<file path="src/rtl/combat_resolver.sv">
// combat_resolver: per-frame hit arbiter between two fighters.
// Samples hitbox/hurtbox overlaps once per frame tick, resolves hits, blocks
// and trades, and owns stun counters, health, KO and the winner code.
// Ports:
//   clk, rst (sync, active-high), frame_tick, round_reset
//   pN_hit_{x1,x2,y1,y2}, pN_hit_active    attacker hitbox of player N
//   pN_hurt_{x1,x2,y1,y2}, pN_hurt_active  hurtbox of player N
//   pN_block                               player N holding guard
//   pN_hit_pulse, pN_block_pulse           one-cycle event pulses
//   pN_stunned, pN_health                  stun level and health
//   trade_pulse, ko, winner                round outcome
module combat_resolver #(
  parameter int unsigned HEALTH_INIT      = 100,
  parameter int unsigned DAMAGE_HIT       = 10,
  parameter int unsigned HITSTUN_FRAMES   = 12,
  parameter int unsigned BLOCKSTUN_FRAMES = 8
) (
  input  logic       clk,
  input  logic       rst,
  input  logic       frame_tick,
  input  logic       round_reset,
  input  logic [9:0] p1_hit_x1,
  input  logic [9:0] p1_hit_x2,
  input  logic [9:0] p1_hit_y1,
  input  logic [9:0] p1_hit_y2,
  input  logic       p1_hit_active,
  input  logic [9:0] p1_hurt_x1,
  input  logic [9:0] p1_hurt_x2,
  input  logic [9:0] p1_hurt_y1,
  input  logic [9:0] p1_hurt_y2,
  input  logic       p1_hurt_active,
  input  logic       p1_block,
  input  logic [9:0] p2_hit_x1,
  input  logic [9:0] p2_hit_x2,
  input  logic [9:0] p2_hit_y1,
  input  logic [9:0] p2_hit_y2,
  input  logic       p2_hit_active,
  input  logic [9:0] p2_hurt_x1,
  input  logic [9:0] p2_hurt_x2,
  input  logic [9:0] p2_hurt_y1,
  input  logic [9:0] p2_hurt_y2,
  input  logic       p2_hurt_active,
  input  logic       p2_block,
  output logic       p1_hit_pulse,
  output logic       p1_block_pulse,
  output logic       p1_stunned,
  output logic [7:0] p1_health,
  output logic       p2_hit_pulse,
  output logic       p2_block_pulse,
  output logic       p2_stunned,
  output logic [7:0] p2_health,
  output logic       trade_pulse,
  output logic       ko,
  output logic [1:0] winner
);

  localparam int unsigned CW = 10;
  localparam int unsigned HW = 8;
  localparam int unsigned SW = 6;

  localparam logic [HW-1:0] HEALTH_RST = HW'(HEALTH_INIT);
  localparam logic [HW-1:0] DAMAGE     = HW'(DAMAGE_HIT);
  localparam logic [SW-1:0] HITSTUN    = SW'(HITSTUN_FRAMES);
  localparam logic [SW-1:0] BLOCKSTUN  = SW'(BLOCKSTUN_FRAMES);

  typedef enum logic [1:0] {S_IDLE, S_SAMPLE, S_RESOLVE, S_GAME_OVER} state_t;

  state_t        state_q, state_d;
  logic          ov_a_q, ov_a_d, ov_b_q, ov_b_d;
  logic          latch1_q, latch1_d, latch2_q, latch2_d;
  logic [SW-1:0] stun1_q, stun1_d, stun2_q, stun2_d;
  logic          hs1_q, hs1_d, hs2_q, hs2_d;
  logic [HW-1:0] health1_q, health1_d, health2_q, health2_d;
  logic          p1_hit_q, p1_hit_d, p2_hit_q, p2_hit_d;
  logic          p1_blk_q, p1_blk_d, p2_blk_q, p2_blk_d;
  logic          trade_q, trade_d;
  logic          stunned1_q, stunned1_d, stunned2_q, stunned2_d;
  logic          ko_q, ko_d;
  logic [1:0]    winner_q, winner_d;
  logic          land_a, land_b;

  // Strict-inequality box overlap; a box with x1>=x2 or y1>=y2 (e.g. a
  // mirrored box whose coordinate wrapped) never overlaps anything.
  function automatic logic boxes_overlap(
    input logic act_a, input logic [CW-1:0] ax1, input logic [CW-1:0] ax2,
    input logic [CW-1:0] ay1, input logic [CW-1:0] ay2,
    input logic act_b, input logic [CW-1:0] bx1, input logic [CW-1:0] bx2,
    input logic [CW-1:0] by1, input logic [CW-1:0] by2);
    boxes_overlap = act_a && act_b &&
                    (ax1 < ax2) && (ay1 < ay2) && (bx1 < bx2) && (by1 < by2) &&
                    (ax1 < bx2) && (bx1 < ax2) && (ay1 < by2) && (by1 < ay2);
  endfunction

  function automatic logic [HW-1:0] take_damage(input logic [HW-1:0] h);
    take_damage = (h > DAMAGE) ? HW'(h - DAMAGE) : '0;
  endfunction

  // Next-state and event resolution
  always_comb begin
    state_d    = state_q;
    ov_a_d     = ov_a_q;
    ov_b_d     = ov_b_q;
    latch1_d   = latch1_q;
    latch2_d   = latch2_q;
    stun1_d    = stun1_q;
    stun2_d    = stun2_q;
    hs1_d      = hs1_q;
    hs2_d      = hs2_q;
    health1_d  = health1_q;
    health2_d  = health2_q;
    p1_hit_d   = 1'b0;
    p2_hit_d   = 1'b0;
    p1_blk_d   = 1'b0;
    p2_blk_d   = 1'b0;
    trade_d    = 1'b0;
    ko_d       = ko_q;
    winner_d   = winner_q;
    // ov_a: p1 attacks p2; ov_b: p2 attacks p1
    land_a     = ov_a_q && !latch1_q;
    land_b     = ov_b_q && !latch2_q;

    unique case (state_q)
      S_IDLE: begin
        if (frame_tick) begin
          state_d = S_SAMPLE;
          if (stun1_q != '0) stun1_d = stun1_q - SW'(1);
          if (stun2_q != '0) stun2_d = stun2_q - SW'(1);
        end
      end
      S_SAMPLE: begin
        ov_a_d = boxes_overlap(p1_hit_active, p1_hit_x1, p1_hit_x2, p1_hit_y1, p1_hit_y2,
                               p2_hurt_active, p2_hurt_x1, p2_hurt_x2, p2_hurt_y1, p2_hurt_y2);
        ov_b_d = boxes_overlap(p2_hit_active, p2_hit_x1, p2_hit_x2, p2_hit_y1, p2_hit_y2,
                               p1_hurt_active, p1_hurt_x1, p1_hurt_x2, p1_hurt_y1, p1_hurt_y2);
        state_d = S_RESOLVE;
      end
      S_RESOLVE: begin
        // Guard is unavailable while the defender is still in hitstun
        if (land_a) begin
          latch1_d = 1'b1;
          if (p2_block && !(stun2_q != '0 && hs2_q)) begin
            p2_blk_d = 1'b1;
            stun2_d  = BLOCKSTUN;
            hs2_d    = 1'b0;
          end else begin
            p2_hit_d  = 1'b1;
            stun2_d   = HITSTUN;
            hs2_d     = 1'b1;
            health2_d = take_damage(health2_q);
          end
        end
        if (land_b) begin
          latch2_d = 1'b1;
          if (p1_block && !(stun1_q != '0 && hs1_q)) begin
            p1_blk_d = 1'b1;
            stun1_d  = BLOCKSTUN;
            hs1_d    = 1'b0;
          end else begin
            p1_hit_d  = 1'b1;
            stun1_d   = HITSTUN;
            hs1_d     = 1'b1;
            health1_d = take_damage(health1_q);
          end
        end
        trade_d = p1_hit_d && p2_hit_d;
        if (health1_d == '0 || health2_d == '0) begin
          ko_d     = 1'b1;
          winner_d = {health1_d == '0, health2_d == '0};
          state_d  = S_GAME_OVER;
        end else begin
          state_d = S_IDLE;
        end
      end
      S_GAME_OVER: state_d = S_GAME_OVER;
      default:     state_d = S_IDLE;
    endcase

    // A released hitbox ends the attack instance, re-arming its connect latch
    if (!p1_hit_active) latch1_d = 1'b0;
    if (!p2_hit_active) latch2_d = 1'b0;

    if (round_reset) begin
      state_d   = S_IDLE;
      ov_a_d    = 1'b0;
      ov_b_d    = 1'b0;
      latch1_d  = 1'b0;
      latch2_d  = 1'b0;
      stun1_d   = '0;
      stun2_d   = '0;
      hs1_d     = 1'b0;
      hs2_d     = 1'b0;
      health1_d = HEALTH_RST;
      health2_d = HEALTH_RST;
      p1_hit_d  = 1'b0;
      p2_hit_d  = 1'b0;
      p1_blk_d  = 1'b0;
      p2_blk_d  = 1'b0;
      trade_d   = 1'b0;
      ko_d      = 1'b0;
      winner_d  = 2'b00;
    end

    stunned1_d = (stun1_d != '0);
    stunned2_d = (stun2_d != '0);
  end

  // State register
  always_ff @(posedge clk) begin
    if (rst) begin
      state_q    <= S_IDLE;
      ov_a_q     <= 1'b0;
      ov_b_q     <= 1'b0;
      latch1_q   <= 1'b0;
      latch2_q   <= 1'b0;
      stun1_q    <= '0;
      stun2_q    <= '0;
      hs1_q      <= 1'b0;
      hs2_q      <= 1'b0;
      health1_q  <= HEALTH_RST;
      health2_q  <= HEALTH_RST;
      p1_hit_q   <= 1'b0;
      p2_hit_q   <= 1'b0;
      p1_blk_q   <= 1'b0;
      p2_blk_q   <= 1'b0;
      trade_q    <= 1'b0;
      stunned1_q <= 1'b0;
      stunned2_q <= 1'b0;
      ko_q       <= 1'b0;
      winner_q   <= 2'b00;
    end else begin
      state_q    <= state_d;
      ov_a_q     <= ov_a_d;
      ov_b_q     <= ov_b_d;
      latch1_q   <= latch1_d;
      latch2_q   <= latch2_d;
      stun1_q    <= stun1_d;
      stun2_q    <= stun2_d;
      hs1_q      <= hs1_d;
      hs2_q      <= hs2_d;
      health1_q  <= health1_d;
      health2_q  <= health2_d;
      p1_hit_q   <= p1_hit_d;
      p2_hit_q   <= p2_hit_d;
      p1_blk_q   <= p1_blk_d;
      p2_blk_q   <= p2_blk_d;
      trade_q    <= trade_d;
      stunned1_q <= stunned1_d;
      stunned2_q <= stunned2_d;
      ko_q       <= ko_d;
      winner_q   <= winner_d;
    end
  end

  assign p1_hit_pulse   = p1_hit_q;
  assign p1_block_pulse = p1_blk_q;
  assign p1_stunned     = stunned1_q;
  assign p1_health      = health1_q;
  assign p2_hit_pulse   = p2_hit_q;
  assign p2_block_pulse = p2_blk_q;
  assign p2_stunned     = stunned2_q;
  assign p2_health      = health2_q;
  assign trade_pulse    = trade_q;
  assign ko             = ko_q;
  assign winner         = winner_q;

endmodule

</file>
<file path="config.mk">
export PLATFORM = sky130hd
export DESIGN_NAME = combat_resolver
export DESIGN_NICKNAME = d
export VERILOG_FILES = /design/src/rtl/combat_resolver.sv
export SDC_FILE = /design/constraint.sdc
export NUM_CORES = 1
export LEC_CHECK = 0
export BUFFER_PORTS_ARGS = -buffer_cell sky130_fd_sc_hd__buf_2
export CAP_MARGIN = 20
export CORE_MARGIN = 1
export CORE_UTILIZATION = 56
export CTS_BUF_LIST = sky130_fd_sc_hd__clkbuf_16
export CTS_CLUSTER_DIAMETER = 30
export DETAILED_ROUTE_END_ITERATION = 8
export PLACE_DENSITY = 0.95
export SYNTH_ARGS = -nofsm -noshare
export SYNTH_HDL_FRONTEND = slang
export SYNTH_SLANG_ARGS = --single-unit
</file>
<file path="constraint.sdc">
create_clock -name clk -period 5.2 [get_ports clk]
set_input_delay 1.04 -clock clk [delete_from_list [all_inputs] [get_ports clk]]
set_output_delay 1.04 -clock clk [all_outputs]
set_load 0.05 [all_outputs]
</file>
==> results of run 1 <==
## logic make-up after synthesis
kind of cell	synth area share
buffers and inverters	0.07064
AO/OA/AOI/OAI	0.2281
adder cells (fa/ha/maj)	0.3240
multiplexers	0.007777
XOR/XNOR	0.006050
AND/OR/NAND/NOR	0.2044
flip-flops	0.1590
## worst min-delay path: cells and delay by family (launching register included)
| kind | cells | cell delay, ps |
|---|---|---|
| compound gates | 1 | 50 |
| buf+inv | 1 | 60 |
| flops | 1 | 330 |
## registers in the layout, indices dropped and copies added (netlist names), 2 cells and up
name,cells
winner,2
stun1_q,6
state_q,2
stun2_q,6
p2_health,8
p1_health,8
## synth_stat cells (5+ instances only)
cell type                     n
sky130_fd_sc_hd__nor2_1      45
sky130_fd_sc_hd__nand2_1     45
sky130_fd_sc_hd__nand3_1     17
sky130_fd_sc_hd__inv_1       94
sky130_fd_sc_hd__dfxtp_1     46
sky130_fd_sc_hd__o2111ai_1    9
sky130_fd_sc_hd__a211oi_1    14
sky130_fd_sc_hd__o21a_1       6
sky130_fd_sc_hd__nand4_1     10
sky130_fd_sc_hd__o211ai_1     7
sky130_fd_sc_hd__nor4_1      10
sky130_fd_sc_hd__a21o_1      19
sky130_fd_sc_hd__a31oi_1      5
sky130_fd_sc_hd__a22oi_1      5
sky130_fd_sc_hd__nor3_1      23
sky130_fd_sc_hd__ha_1       150
sky130_fd_sc_hd__nor2b_1      6
sky130_fd_sc_hd__or3_1        8
sky130_fd_sc_hd__o21ai_0     35
sky130_fd_sc_hd__nand2b_1    22
sky130_fd_sc_hd__or4_1        8
sky130_fd_sc_hd__clkbuf_1     9
sky130_fd_sc_hd__a21oi_1     62
sky130_fd_sc_hd__o21ai_1      6
sky130_fd_sc_hd__a2111oi_0    5
## power breakdown
part | leakage (nW) | switching [mW] | internal, mW
clock network | 0.0842 | 0.140 | 0.228
registers | 0.372 | 0.00731 | 0.360
logic | 3.23 | 0.220 | 0.185
total | 3.69 | 0.367 | 0.773
## worst paths after layout
kind                               from                         to  slack [ps]
setup / recovery          p1_hurt_y1[2]        ov_b_q$_SDFFE_PP0N_        2310
hold / removal          ko$_SDFFE_PP0P_            ko$_SDFFE_PP0P_         480
setup reg to reg  stun1_q[0]$_SDFF_PP0_  p1_health[6]$_SDFFE_PP1N_        2650
hold reg to reg         ko$_SDFFE_PP0P_            ko$_SDFFE_PP0P_         480
## routing by layer
layer	GRT usage	wire, um
met5	0	0
met4	0.1245	624
met3	0.04594	929
met2	0.5379	7914
met1	0.3246	6586
## final cells by class
class,count,area [sq um],area share
Clock buffer,5,125.1,0.01772
Tap cell,133,166.4,0.02356
Timing Repair Buffer,197,991.0,0.1403
Multi-Input combinational cell,581,4462,0.6318
Inverter,94,352.8,0.04996
Sequential cell,46,920.9,0.1304
Clock inverter,3,43.79,0.006201
==> results.py, run 1 <==
metrics = {
    "outcome": {
        "run_status": "finished, final reports clean",
    },
    "placement": {
        "dpl.cell_count": 1051,
        "gpl.final_weighted_congestion": 0.9635,
        "dp_hpwl_um": 13650,
        "detailed_place.area_sq_um": 6893,
        "io_buffer_count": 195,
        "pre_cts_slack_ps": 2053,
    },
    "worst_setup_path": {
        "critPathMaxStageDelay_ps": 540,
        "dominant_delay_contributor_by_cell_family_on_the_critical_path": "compound AO/OA/AOI/OAI gates",
        "slowest_stage": "sky130_fd_sc_hd__or4_1",
        "worstRegToRegCells": 9,
        "critical_path.startpoint_type": "input pin",
        "worstPathMaxFanout": 2,
        "critical_path_buf_inv_count": 1,
        "critical_path.endpoint_type": "flop",
        "path_common_cell": "sky130_fd_sc_hd__o21ai_1",
        "criticalPathCategory": "input pin to flop",
        "worst-endpoint-arrival_ps": 3100,
        "cell_by_cell_trace_of_the_critical_path": "buf_2 > ha_1 > a21o_1 > a31oi_1 > o21ai_1 > a2111oi_0 > nor2_1 > or4_1 > o21ai_1",
        "worstPathRequired_ps": 5410,
        "worst-path-stages": 9,
    },
    "timing": {
        "min_period_ps": 2887,
        "timing.clock.skew_ps": 7.174,
        "fin_worst_hold_slack_ps": 481.3,
        "layout_setup_ws_ps": 2313,
        "fin_tns_setup_ps": 0,
        "grt_setup_unrepaired": "no",
        "max_slew_violations": 0,
        "fmax_mhz": 346.4,
        "slew_headroom": 0.4386,
        "worst_slew_pin_slew_ps": 840.3,
        "timing.final.crit_share": 0.5551,
        "report.final.hold_viol_count": 0,
        "final-setup-viol-count": 0,
    },
    "synthesis": {
        "synthesized_instance_count": 734,
        "yosys_register_bits": 46,
        "number_of_warnings_reported_in_the_yosys_synthesis_log": 0,
        "synth_enable_flop_cells": 0,
        "synthesis.nets": 1054,
        "synth-seq-area-share": 0.1590,
        "ys_types": 62,
        "post-synth-top-area-fraction": 0.3240,
        "synth_top_area_cell": "sky130_fd_sc_hd__ha_1",
        "synthFlopType": "sky130_fd_sc_hd__dfxtp_1",
        "ys_async_sr_fraction": 0,
        "mappedNetlistArea_sq_um": 5792,
        "synth.area.top_cells": "sky130_fd_sc_hd__ha_1 32%, sky130_fd_sc_hd__dfxtp_1 16%, sky130_fd_sc_hd__inv_1 6.1%",
        "postSynthAreaPerCell_sq_um": 7.891,
    },
    "die": {
        "fp.coreArea_sq_um": 9910,
        "row_count": 36,
        "ios": 196,
        "fp.dieArea_sq_um": 10750,
        "die-width_um": 103.7,
        "floorplan.initialDensity": 0.5845,
        "die_height_um": 103.7,
    },
    "power": {
        "cellLeakagePower_nw": 3.685,
        "p_per_area_nw_per_um2": 161.4,
        "design_power_total_mw": 1.140,
        "ir_drop_uv": 140.2,
    },
    "finish": {
        "area_growth_pct": 21.93,
        "antenna_cells": 0,
        "fin_cells": 1059,
        "layout-drive-gt1-share": 0.2365,
        "nNetsFinal": 1245,
        "fin_util": 0.7126,
        "highest_count_cells_in_the_layout_ignoring_fill_and_taps": "195 x sky130_fd_sc_hd__buf_2, 150 x sky130_fd_sc_hd__ha_1, 94 x sky130_fd_sc_hd__inv_1",
        "fillCellCount": 799,
        "mostFrequentLayoutCell": "sky130_fd_sc_hd__buf_2",
        "design_area_sq_um": 7062,
    },
    "clock_network": {
        "hold_buffer_count_at_cts": 0,
        "cts.sinks": 46,
        "cts-root-buf": "sky130_fd_sc_hd__clkbuf_16",
        "ctsResizeCount": 0,
        "post-cts-setup-buffers": 0,
        "clkLatencyLatePin_ps": 280,
        "tritoncts.num_buffers": 5,
        "clk_pin_slew_ps": 70,
        "clock_path_buffers": 2,
        "ctsHtreeMaxLevel": 2,
        "cts_tree": "built",
    },
    "global_routing": {
        "maximum_number_of_pins_on_one_net_before_global_route_repair": 21,
        "via_count_of_the_first_global_routing_pass": 5973,
        "groute.usage.overall": 0.2894,
        "grt_antenna_before_repair": 0,
        "globalRouteOverflowTotal": 0,
        "grt_first_pass_wirelength_um": 26000,
    },
    "detailed_routing": {
        "first_pass_iters": 5,
        "ant_nets": 0,
        "postRouteWirelength_um": 16060,
        "detailedRoute.firstIterationViolations": 310,
        "avgRoutedWirePerCell_um": 15.16,
        "viasPerCell": 5.835,
        "drcViolationCount": 0,
        "vias": 6179,
    },
    "job": {
        "maximum_capacitance_violations": 0,
    },
    "worst_hold_path": {
        "whs_path_depth": 2,
        "min-delay-path-class": "flop to flop",
    },
}
Power figures use the tool's default switching activity.
==> run 2: changes to the inputs <==
--- a/config.mk
+++ b/config.mk
@@ -8,11 +8,11 @@
 export BUFFER_PORTS_ARGS = -buffer_cell sky130_fd_sc_hd__buf_2
 export CAP_MARGIN = 20
 export CORE_MARGIN = 1
-export CORE_UTILIZATION = 56
+export CORE_UTILIZATION = 47
 export CTS_BUF_LIST = sky130_fd_sc_hd__clkbuf_16
 export CTS_CLUSTER_DIAMETER = 30
 export DETAILED_ROUTE_END_ITERATION = 8
-export PLACE_DENSITY = 0.95
+export PLACE_DENSITY = 0.85
 export SYNTH_ARGS = -nofsm -noshare
 export SYNTH_HDL_FRONTEND = slang
 export SYNTH_SLANG_ARGS = --single-unit
==> constraint.sdc (replaced) <==
create_clock -name clk -period 2.6 [get_ports clk]
set_input_delay 0.52 -clock clk [delete_from_list [all_inputs] [get_ports clk]]
set_output_delay 0.52 -clock clk [all_outputs]
set_load 0.05 [all_outputs]
==> run 2 against run 1 <==
Clock-buffer cell count unchanged. Sequential share of layout area down 0.19 points. Wire length down 2.0%. Design area up 1.5%. Clock skew down 2.4 ps. Global-route usage down 3.9 points. Die area up 19%. Sequential cell count unchanged. Sequential power up 100%. Largest cell class unchanged.
==> results.py, run 2 (synthesized netlist as in run 1, its figures left out) <==
metrics = {
    "outcome": {
        "run_status": "finished, final reports clean",
    },
    "global_routing": {
        "via_count_of_the_first_global_routing_pass": 5891,
        "globalRouteMet1Util": 0.2934,
        "grt_antenna_before_repair": 0,
        "globalRouteOverflowTotal": 0,
        "met3_usage": 0.04392,
        "maximum_number_of_pins_on_one_net_before_global_route_repair": 21,
        "grt_most_used_layer": "met2",
        "grt_first_pass_wirelength_um": 26300,
        "groute.usage.overall": 0.2504,
        "grt_use_met2": 0.4646,
    },
    "clock_network": {
        "clk_pin_slew_ps": 70,
        "ctsHtreeMaxLevel": 2,
        "cts-root-buf": "sky130_fd_sc_hd__clkbuf_16",
        "clock_path_buffers": 2,
        "tritoncts.num_buffers": 5,
        "cts_tree": "built",
        "cts.sinks": 46,
        "hold_buffer_count_at_cts": 0,
        "clkLatencyLatePin_ps": 290,
    },
    "detailed_routing": {
        "ant_nets": 0,
        "drcViolationCount": 0,
        "avgRoutedWirePerCell_um": 14.53,
        "vias": 6042,
        "detailedRoute.firstIterationViolations": 342,
        "postRouteWirelength_um": 15730,
        "viasPerCell": 5.579,
        "first_pass_iters": 6,
    },
    "timing": {
        "report.final.hold_viol_count": 0,
        "fmax_mhz": 420.6,
        "fin_tns_setup_ps": 0,
        "timing.clock.skew_ps": 4.806,
        "max_slew_violations": 0,
        "worst_slew_pin_slew_ps": 723.8,
        "grt_setup_unrepaired": "no",
        "min_period_ps": 2377,
        "slew_headroom": 0.5124,
        "timing.final.crit_share": 0.9144,
        "layout_setup_ws_ps": 222.5,
        "fin_worst_hold_slack_ps": 439.9,
        "final-setup-viol-count": 0,
    },
    "power": {
        "ir_drop_uv": 255.5,
        "p_per_area_nw_per_um2": 319.3,
        "power_report.internal_total_mw": 1.551,
        "net-switching-power_uw": 737.4,
        "combPwrFrac": 0.358,
        "cellLeakagePower_nw": 3.729,
        "switching_part_of_the_total": 0.3223,
        "clockPowerShare": 0.321,
        "power_frac_seq": 0.320,
    },
    "placement": {
        "io_buffer_count": 195,
        "gpl.final_weighted_congestion": 0.9607,
        "pre_cts_slack_ps": 68.12,
        "dp_hpwl_um": 13590,
    },
    "worst_setup_path": {
        "criticalPathCategory": "flop to flop",
        "reg_to_reg_setup_timing_slack_ps": 220,
        "worstPathMaxFanout": 5,
        "critical_path.reg2reg.endpoint": "state_q[1]$_SDFFE_PP0P_",
        "worstRegToRegCells": 10,
        "critical_path.endpoint_type": "flop",
        "worst-endpoint-arrival_ps": 2590,
        "critical_path.startpoint_type": "flop",
        "worstReg2RegStart": "stun1_q[0]$_SDFF_PP0_",
        "worstPathRequired_ps": 2820,
    },
    "die": {
        "floorplan.initialDensity": 0.4822,
        "ios": 196,
        "row_count": 40,
        "fp.dieArea_sq_um": 12770,
        "die-width_um": 113.0,
        "fp.coreArea_sq_um": 12010,
        "die_height_um": 113.0,
    },
    "finish": {
        "area_growth_pct": 23.74,
        "highest_count_cells_in_the_layout_ignoring_fill_and_taps": "195 x sky130_fd_sc_hd__buf_2, 150 x sky130_fd_sc_hd__ha_1, 94 x sky130_fd_sc_hd__inv_1",
        "multi_input_comb_area_sq_um": 4473,
        "layout-drive-gt1-share": 0.2447,
        "area.sequential_sq_um": 920.9,
        "antenna_cells": 0,
        "mostFrequentLayoutCell": "sky130_fd_sc_hd__buf_2",
        "fillCellCount": 1108,
        "nNetsFinal": 1255,
    },
    "worst_hold_path": {
        "min-delay-path-class": "input pin to flop",
        "holdCritStartpoint": "rst",
        "whs_path_depth": 2,
        "holdPathEnd": "stun2_q[2]$_SDFF_PP0_",
    },
    "job": {
        "maximum_capacitance_violations": 0,
    },
}
==> run 2: changes by cell type in the layout (fill, tap and decap cells not counted) <==
cell | before | now
sky130_fd_sc_hd__a311oi_2 | 1 | 0
sky130_fd_sc_hd__a311oi_4 | 0 | 1
sky130_fd_sc_hd__buf_4 | 2 | 12
sky130_fd_sc_hd__clkinv_2 | 1 | 0
sky130_fd_sc_hd__clkinvlp_4 | 0 | 2
sky130_fd_sc_hd__inv_6 | 1 | 0
==> run 2: critical path, cell delays in order, from the launching register on <==
cell and delay, ps:
sky130_fd_sc_hd__dfxtp_1 340, sky130_fd_sc_hd__inv_1 120, sky130_fd_sc_hd__ha_1 150, sky130_fd_sc_hd__or3b_4 390, sky130_fd_sc_hd__nor4b_4 310, sky130_fd_sc_hd__buf_4 190, sky130_fd_sc_hd__o31a_1 130, sky130_fd_sc_hd__o2111ai_1 180
sky130_fd_sc_hd__nor3_4 230, sky130_fd_sc_hd__o21ai_1 80, sky130_fd_sc_hd__a21oi_1 170
==> run 2: how the worst max path moves through the flow <==
| stage | start | to | slack (ps) | depth (start not counted) |
|---|---|---|---|---|
| 5_1_grt | stun2_q[0]$_SDFF_PP0_ | state_q[1]$_SDFFE_PP0P_ | 20 | 9 |
| 4_1_cts | stun2_q[0]$_SDFF_PP0_ | state_q[1]$_SDFFE_PP0P_ | 80 | 9 |
| 3_3_place_gp | p2_hit_y2[2] | ov_b_q$_SDFFE_PP0N_ | 100 | 10 |
| 3_5_place_dp | p2_hurt_x2[2] | ov_a_q$_SDFFE_PP0N_ | 70 | 10 |
| 2_1_floorplan | p2_health[4]$_SDFFE_PP0N_ | winner[1]$_SDFFE_PP0P_ | 280 | 9 |
| 6_report | stun1_q[0]$_SDFF_PP0_ | state_q[1]$_SDFFE_PP0P_ | 220 | 10 |
==> run 2: routing by layer <==
layer / routed length, um / vias to the layer above / part of all wire
met4: 359 / 0 / 0.023
li1: - / 3101 / -
met2: 7665 / 197 / 0.49
met5: 0 / - / 0
met1: 6772 / 2716 / 0.43
met3: 934 / 28 / 0.059
==> run 2: metrics by stage <==
step                      area [sq um]    util  power, mW  instances
after floorplan                   5792       -      1.240        734
after global placement            6978  0.5809      1.532       1074
after detailed placement          6978  0.5809      1.553       1074
after CTS                         7148  0.5951      2.286       1082
after global routing              7167  0.5967      2.440       1083
final                             7167  0.5967      2.288       1083
==> run 2: final cells by class <==
type,instances,share of cell area
repair buffers,207,0.1487
clock inverters,3,0.006285
multi-input cells,581,0.6241
well taps,147,0.02566
flip-flops and latches,46,0.1285
inverters,94,0.04923
clock buffers,5,0.01746
==> run 2: power groups by stage <==
stage	clock, mW	combinational [mW]	sequential (mW)
after CTS	0.742	0.812	0.733
after detailed placement	0	0.805	0.748
after global placement	0	0.784	0.748
final	0.735	0.820	0.733
after global routing	0.776	0.929	0.735
after floorplan	0	0.474	0.766
==> run 2: repair_timing <==
| action | CTS | global route |
|---|---|---|
| resized for setup | 0 | 1 |
| setup endpoints to repair | 0 | 7 |
| buffers inserted | 0 | 1 |
| endpoints found under the hold margin | 0 | 0 |
==> run 3: changes to the inputs <==
--- a/config.mk
+++ b/config.mk
@@ -11,7 +11,9 @@
 export CORE_UTILIZATION = 47
 export CTS_BUF_LIST = sky130_fd_sc_hd__clkbuf_16
 export CTS_CLUSTER_DIAMETER = 30
+export CTS_CLUSTER_SIZE = 30
 export DETAILED_ROUTE_END_ITERATION = 8
+export MAX_ROUTING_LAYER = met4
 export PLACE_DENSITY = 0.85
 export SYNTH_ARGS = -nofsm -noshare
 export SYNTH_HDL_FRONTEND = slang
==> run 3 against run 2 <==
Combinational power rose by 1%. Non-clock buffer count rose by 3. Critical path type unchanged. Largest cell class unchanged. Largest power group unchanged. Global-route usage rose by 1.3 points. Sequential cell count did not move.
==> results.py, run 3 (synthesized netlist as in run 1, its figures left out) <==
metrics = {
    "power": {
        "p_per_area_nw_per_um2": 316.3,
        "cellLeakagePower_nw": 3.744,
        "design_power_total_mw": 2.272,
        "ir_drop_uv": 226.7,
    },
    "placement": {
        "io_buffer_count": 195,
        "dp_hpwl_um": 13790,
        "detailed_place.area_sq_um": 7000,
        "gpl.final_weighted_congestion": 0.9863,
    },
    "detailed_routing": {
        "first_pass_iters": 4,
        "ant_nets": 0,
        "vias": 6098,
        "viasPerCell": 5.615,
        "postRouteWirelength_um": 16230,
        "drcViolationCount": 0,
        "detailedRoute.firstIterationViolations": 328,
        "avgRoutedWirePerCell_um": 14.95,
    },
    "timing": {
        "timing.clock.skew_ps": 2.126,
        "report.final.hold_viol_count": 0,
        "timing.final.crit_share": 0.9158,
        "fin_worst_hold_slack_ps": 447.8,
        "final-setup-viol-count": 0,
        "fmax_mhz": 420.0,
        "worst_slew_pin_slew_ps": 649.2,
        "min_period_ps": 2381,
        "max_slew_violations": 0,
        "slew_headroom": 0.5627,
    },
    "clock_network": {
        "cts.sinks": 46,
        "ctsHtreeMaxLevel": 2,
        "tritoncts.num_buffers": 5,
        "clk_pin_slew_ps": 60,
        "cts_tree": "built",
        "clkLatencyLatePin_ps": 280,
        "clock_path_buffers": 2,
        "hold_buffer_count_at_cts": 0,
        "cts-root-buf": "sky130_fd_sc_hd__clkbuf_16",
    },
    "finish": {
        "layout-drive-gt1-share": 0.2452,
        "highest_count_cells_in_the_layout_ignoring_fill_and_taps": "195 x sky130_fd_sc_hd__buf_2, 150 x sky130_fd_sc_hd__ha_1, 94 x sky130_fd_sc_hd__inv_1",
        "nNetsFinal": 1258,
        "design_area_sq_um": 7181,
        "mostFrequentLayoutCell": "sky130_fd_sc_hd__buf_2",
        "fin_util": 0.5978,
        "area_growth_pct": 23.98,
    },
    "worst_setup_path": {
        "critPathMaxStageDelay_ps": 410,
        "worst-endpoint-arrival_ps": 2540,
        "worstPathMaxFanout": 7,
        "worstSetupEndpoint": "winner[0]$_SDFFE_PP0P_",
        "worstSetupStartpoint": "p1_health[1]$_SDFFE_PP0N_",
        "slowest_stage": "sky130_fd_sc_hd__or4bb_1",
        "worstRegToRegCells": 8,
        "criticalPathCategory": "flop to flop",
        "reg_to_reg_setup_timing_slack_ps": 220,
        "worstReg2RegStart": "p1_health[1]$_SDFFE_PP0N_",
        "critical_path.reg2reg.endpoint": "winner[0]$_SDFFE_PP0P_",
        "critical_path.startpoint_type": "flop",
        "cell_by_cell_trace_of_the_critical_path": "inv_1 > ha_1 > nand2b_1 > or4bb_1 > a211oi_1 > o2111ai_1 > o41ai_1 > a21oi_1",
        "critical_path.endpoint_type": "flop",
        "worstPathRequired_ps": 2760,
    },
    "die": {
        "die_height_um": 113.0,
        "fp.coreArea_sq_um": 12010,
        "fp.dieArea_sq_um": 12770,
        "die-width_um": 113.0,
        "row_count": 40,
        "floorplan.initialDensity": 0.4822,
        "ios": 196,
    },
    "global_routing": {
        "grt_first_pass_wirelength_um": 26880,
        "via_count_of_the_first_global_routing_pass": 6035,
        "globalRouteOverflowTotal": 0,
        "maximum_number_of_pins_on_one_net_before_global_route_repair": 21,
        "groute.usage.overall": 0.2636,
        "grt_antenna_before_repair": 1,
    },
    "worst_hold_path": {
        "min-delay-path-class": "input pin to flop",
    },
    "job": {
        "maximum_capacitance_violations": 0,
    },
    "outcome": {
        "run_status": "finished, final reports clean",
    },
}
[run 3: cell count changes in the layout (fill, tap and decap cells not counted)]
cell                         delta
sky130_fd_sc_hd__clkinvlp_4     -2
sky130_fd_sc_hd__diode_2        +1
sky130_fd_sc_hd__clkinv_1       +1
sky130_fd_sc_hd__buf_4          +3
[run 3: cell type report]
cell class / count / area (sq um)
sequential: 46 / 920.9
antenna: 1 / 2.502
fill: 1117 / 4831
timing repair buffer: 210 / 1089
inverter: 94 / 352.8
clock inverter: 2 / 33.78
clock buffer: 5 / 125.1
multi-input combinational: 581 / 4473
tap: 147 / 183.9
[run 3: worst max-delay path, delay by kind of cell (launching register included)]
| family | cells | cell delay (ps) |
|---|---|---|
| AOI/OAI and AO/OA | 4 | 980 |
| DFF | 1 | 360 |
| buffers and inverters | 1 | 120 |
| adders and majority gates | 1 | 240 |
| and+or+nand+nor | 2 | 550 |
[run 3: routing by layer]
metal,up-vias,GRT usage,routed length [um]
met5,-,-,0
met4,0,0.1009,405
met3,40,0.03267,789
met2,207,0.4650,7980
met1,2732,0.3043,7057
li1,3119,-,-
[run 3: repair_timing]
action                     in CTS  in global routing
setup endpoints to repair       0                  6
buffers inserted                0                  1
gates resized for setup         0                  1
[run 3: power breakdown]
part	switching, mW	total, mW	internal (mW)
Combinational	0.446	0.829	0.383
Sequential	0.0139	0.734	0.720
Clock	0.264	0.709	0.445
[run 3: worst min path at each step]
stage                           from               endpoint  cells after the start
3_5_place_dp         ko$_SDFFE_PP0P_        ko$_SDFFE_PP0P_                      2
6_report                         rst  stun2_q[5]$_SDFF_PP0_                      2
3_3_place_gp         ko$_SDFFE_PP0P_        ko$_SDFFE_PP0P_                      2
4_1_cts                          rst  stun2_q[2]$_SDFF_PP0_                      2
5_1_grt                          rst  stun2_q[2]$_SDFF_PP0_                      2
2_1_floorplan  latch1_q$_SDFFE_PP0P_  latch1_q$_SDFFE_PP0P_                      2
[run 3: metrics by stage]
stage,setup TNS (ps),setup slack [ps],cells
3_3_place_gp,0,97.54,1077
4_1_cts,0,97.50,1084
6_report,0,219.0,1086
2_1_floorplan,0,277.8,734
5_1_grt,-4.857,-4.857,1086
3_5_place_dp,-27.04,-27.04,1077
